--- config.mk ---
export PLATFORM = sky130hd
export DESIGN_NAME = regfile_wb_sched
export DESIGN_NICKNAME = d
export VERILOG_FILES = /design/src/rtl/regfile_wb_sched.sv
export SDC_FILE = /design/constraint.sdc
export NUM_CORES = 1
export LEC_CHECK = 0
export ABC_AREA = 1
export CAP_MARGIN = 20
export CORE_ASPECT_RATIO = 1.1
export CORE_UTILIZATION = 46
export DETAILED_ROUTE_END_ITERATION = 8
export PLACE_DENSITY_LB_ADDON = 0.15
export SYNTH_ARGS = -nofsm -noshare
export SYNTH_HDL_FRONTEND = slang
export SYNTH_SLANG_ARGS = --single-unit
--- constraint.sdc ---
create_clock -name clk -period 3.3 [get_ports clk]
set_clock_uncertainty 0.1 [all_clocks]
set_input_delay 0.33 -clock clk [delete_from_list [all_inputs] [get_ports clk]]
set_output_delay 0.33 -clock clk [all_outputs]
set_load 0.01 [all_outputs]
--- src/rtl/regfile_wb_sched.sv ---
// Writeback scheduler: round-robin arbitration of NUM_SRC writeback requesters onto one
// registered regfile write port, plus a per-GPR pending-write scoreboard for RAW/WAW stalls.

package rv32;
    localparam int unsigned XLEN      = 32;
    localparam int unsigned REG_COUNT = 32;

    typedef logic [$clog2(REG_COUNT)-1:0] gpr_addr_t;
    typedef logic [XLEN-1:0]              word;
endpackage

module regfile_wb_sched #(
    parameter int unsigned NUM_SRC = 3
) (
    input  logic                            clk,
    input  logic                            rst,

    input  logic [NUM_SRC-1:0]              wb_valid,
    output logic [NUM_SRC-1:0]              wb_ready,
    input  rv32::gpr_addr_t [NUM_SRC-1:0]   wb_addr,
    input  rv32::word [NUM_SRC-1:0]         wb_data,

    output logic                            dest_en,
    output rv32::gpr_addr_t                 dest_addr,
    output rv32::word                       dest_data,

    input  logic                            issue_en,
    input  rv32::gpr_addr_t                 issue_addr,
    output logic                            issue_ok,

    input  rv32::gpr_addr_t                 rs1_addr,
    output logic                            rs1_busy,
    input  rv32::gpr_addr_t                 rs2_addr,
    output logic                            rs2_busy
);

    localparam int unsigned IdxW = (NUM_SRC > 1) ? $clog2(NUM_SRC) : 1;
    typedef logic [IdxW-1:0] idx_t;
    localparam idx_t LastRst = idx_t'(NUM_SRC - 1);

    idx_t                        last_q;
    idx_t                        grant_idx;
    logic                        grant_any;
    rv32::gpr_addr_t             sel_addr;
    rv32::word                   sel_data;
    logic                        keep_write;
    logic [rv32::REG_COUNT-1:0]  busy_q;
    logic [rv32::REG_COUNT-1:0]  busy_d;

    // Search starts one past the previous winner so every requester gets a turn.
    always_comb begin
        idx_t cand;
        cand      = '0;
        grant_any = 1'b0;
        grant_idx = last_q;
        for (int unsigned k = 1; k <= NUM_SRC; k++) begin
            cand = idx_t'((32'(last_q) + k) % NUM_SRC);
            if (!grant_any && wb_valid[cand]) begin
                grant_any = 1'b1;
                grant_idx = cand;
            end
        end
        if (rst) begin
            grant_any = 1'b0;
        end
    end

    always_comb begin
        wb_ready = '0;
        if (grant_any) begin
            wb_ready[grant_idx] = 1'b1;
        end
    end

    assign sel_addr   = wb_addr[grant_idx];
    assign sel_data   = wb_data[grant_idx];
    // x0 writes still consume the grant but never reach the regfile.
    assign keep_write = grant_any && (sel_addr != '0);

    always_comb begin
        busy_d = busy_q;
        if (dest_en && dest_addr != '0) begin
            busy_d[dest_addr] = 1'b0;
        end
        if (issue_en && issue_addr != '0) begin
            busy_d[issue_addr] = 1'b1;
        end
        busy_d[0] = 1'b0;
    end

    always_ff @(posedge clk) begin
        if (rst) begin
            busy_q    <= '0;
            last_q    <= LastRst;
            dest_en   <= 1'b0;
            dest_addr <= '0;
            dest_data <= '0;
        end else begin
            busy_q  <= busy_d;
            dest_en <= keep_write;
            if (keep_write) begin
                dest_addr <= sel_addr;
                dest_data <= sel_data;
            end
            if (grant_any) begin
                last_q <= grant_idx;
            end
        end
    end

    assign rs1_busy = busy_q[rs1_addr];
    assign rs2_busy = busy_q[rs2_addr];
    assign issue_ok = ~busy_q[issue_addr];

    a_ready_onehot: assert property (@(posedge clk) disable iff (rst) $onehot0(wb_ready));
    a_ready_valid:  assert property (@(posedge clk) disable iff (rst) (wb_ready & ~wb_valid) == '0);

endmodule

==> flow_metrics.tcl <==
set metrics [dict create \
    io_buffers 175 \
    hold_path.class "reg -> reg" \
    syn2layout_area_growth_pct 44.9 \
    hp-start "busy_q[1]" \
    cts-root-buf "clkbuf_16" \
    gp_congestion 0.999 \
    grt_pass1_wl_um 26000 \
    htree_levels 3 \
    clk_latency_ns 0.33 \
    powerDensity_nw_per_um2 861 \
    syn_nets 958 \
    fin_ws_ns 0.174 \
    crit_family "buffers and inverters" \
    cp_slowest_stage_delay_ns 0.56 \
    grtUsageTotal 0.297 \
    final_core_util 0.685 \
    rr_startpoint "last_q[0]" \
    grt-ovfl-total 0 \
    mappedNetlistArea_um2 4910 \
    layout_commonest_cell "clkdlybuf4s50_1" \
    relSlewSlack 0.642 \
    hold_buffers 0 \
    firstDrtPassIters 5 \
    crit_type "reg -> out" \
    rsz0062_at_grt "no" \
    holdWs_ns 0.378 \
    min_to "busy_q[1]" \
    cp-end-kind "primary output" \
    timing.fmax_mhz 320 \
    antenna_found_initial 0 \
    cts_num_sinks 71 \
    dp_hpwl_um 12000 \
    synth_area_leaders "dfxtp_1 (29%), o21ai_0 (14%), nand2_1 (11%), nor2_1 (11%), nand3_1 (7.8%)" \
    status "finished clean" \
    drc_errors 0 \
    cp.required_ns 2.87 \
    synth_cell_types 37 \
    critPathLaunchType "flip-flop" \
    fin_nets 1119 \
    row_count 39 \
    avgSynthCellArea_um2 5.98 \
    grt_max_degree 72 \
    drv_cap 0 \
    die-height_um 110 \
    vdd_drop_max_mv 1.06 \
    cts_tree "yes" \
    hold_depth 2 \
    yosys.area.top_type "dfxtp_1" \
    ioPinCount 176 \
    drt_wl_total_um 16400 \
    clock_path_buffers 2 \
    clk_pin_slew_worst_paths_ns 0.06 \
    start_util 0.473 \
    layout_common_cells "clkdlybuf4s50_1 (174), nand2_1 (148), nor2_1 (144), o21ai_0 (134), inv_1 (81)" \
    grt_pass1_vias 5493 \
    vias 6076 \
    synth-seq-cells 71 \
    worstMarginPinSlew_ns 0.532 \
    fp.dieArea_um2 11100 \
    finalCriticalPeriod_ns 3.13 \
    slew_viol_final 0 \
    place_ws_ns 0.212 \
    worst_path_max_delay_cell "clkdlybuf4s50_1" \
    die_x_um 101 \
    vias_per_cell 5.38 \
    r2r_end "dest_data[1]" \
    coreArea_um2 10400 \
    async_reset_ff_frac 0 \
    path_cells "inv_1 > ha_4 > inv_2 > nand2_4 > nand3_4 > nand2_4 > nand3_1 > nand3_1 > nand2_1 > nand2_4 > inv_2 > nor3_2 > clkdlybuf4s50_1" \
    period_share 0.947 \
    diodes 0 \
    tns_ns 0 \
    drt_iter0_drc 310 \
    cp_common_cell "nand2_4" \
    hold_viol 0 \
    ys.flop_type "dfxtp_1" \
    path_buf_inv 4 \
    worstPathArrival_ns 2.70 \
    antenna_left 0 \
    synth.yosys.warnings 0 \
    setup-violations-final 0 \
    synth-edff-count 0 \
    leakagePower_uw 0.00299 \
    drive_gt1_frac 0.0588 \
    synth_cells 822 \
    cts_inserted_buffers 9 \
    synth_top_area_frac 0.289 \
    r2r_slack_ns 0.37 \
    ys_seq_area_frac 0.289 \
    path_max_fanout 12 \
    routedWlPerCell_um 14.6 \
    ff2ff_path_depth 19 \
    cts_setup_buffers 0 \
]
## state kept, by name (all words and copies together) (netlist names)
name and cells:
dest_data 32, busy_q 31, dest_addr 5, last_q 2
dest_en 1
## through the flow
step	cell area [µm²]	cells	power, µW
finish	7120	1130	6130
global route	7120	1130	6700
CTS	7100	1130	6120
detailed placement	6760	1115	5010
global placement	6760	1115	4990
floorplan	4910	822	3800
## final cells by class
type                       count  area, µm²
fill                         951       3280
multi-input combinational    621       2980
timing repair buffer         189       1870
sequential                    71       1420
inverter                      91        348
clock buffer                  10        239
tap                          143        179
clock inverter                 5       82.6
## layer usage
metal,vias up,global-route usage,part of all wire
met5,-,0,0
met4,0,0.129,0.031
met3,44,0.0813,0.085
met2,281,0.519,0.48
met1,2708,0.342,0.40
li1,3043,-,-
## logic make-up after synthesis
logic type,share of synthesized area
simple gates,0.349
compound gates,0.239
buf+inv,0.113
fa+ha+maj,0.0102
flops,0.289
## cells in the mapped netlist, drive strengths merged (2+ instances only)
library cell  instances
nand3                82
a21oi                47
nor2                144
inv                  86
ha                    4
clkinv                5
dfxtp                71
o211ai                5
a31oi                 2
o221ai                9
nand4                 2
o22ai                 5
nor3                 13
o31ai                 5
clkbuf               24
o21ai               136
buf                  15
nand2               159
## what timing repair did
action / 4_1_cts / 5_1_grt
gates resized for setup: 2 / 5
setup endpoints to repair: 2 / 2
gates cloned: 0 / 0
## worst max-delay path by stage
stage	start	to	slack, ns	cells after the start
after floorplan	last_q[0]	dest_addr[2]	0.72	19
after global placement	wb_valid[2]	dest_addr[3]	0.26	17
after detailed placement	last_q[0]	dest_data[1]	0.21	19
after CTS	last_q[1]	wb_ready[0]	0.06	12
after global routing	last_q[1]	wb_ready[0]	0.03	13
final	last_q[0]	wb_ready[0]	0.17	13
## report_power, final
part | total, µW | internal, µW | switching, µW
Sequential | 1230 | 1080 | 150
Combinational | 3860 | 1450 | 2400
Clock | 1050 | 679 | 369
Total | 6130 | 3210 | 2920
## tightest hold or removal path, stage by stage (launching register included)
cell	delay, ns
dfxtp_1	0.31
o21ai_0	0.06
a21oi_1	0.06
(Power assumes the default switching activity.)
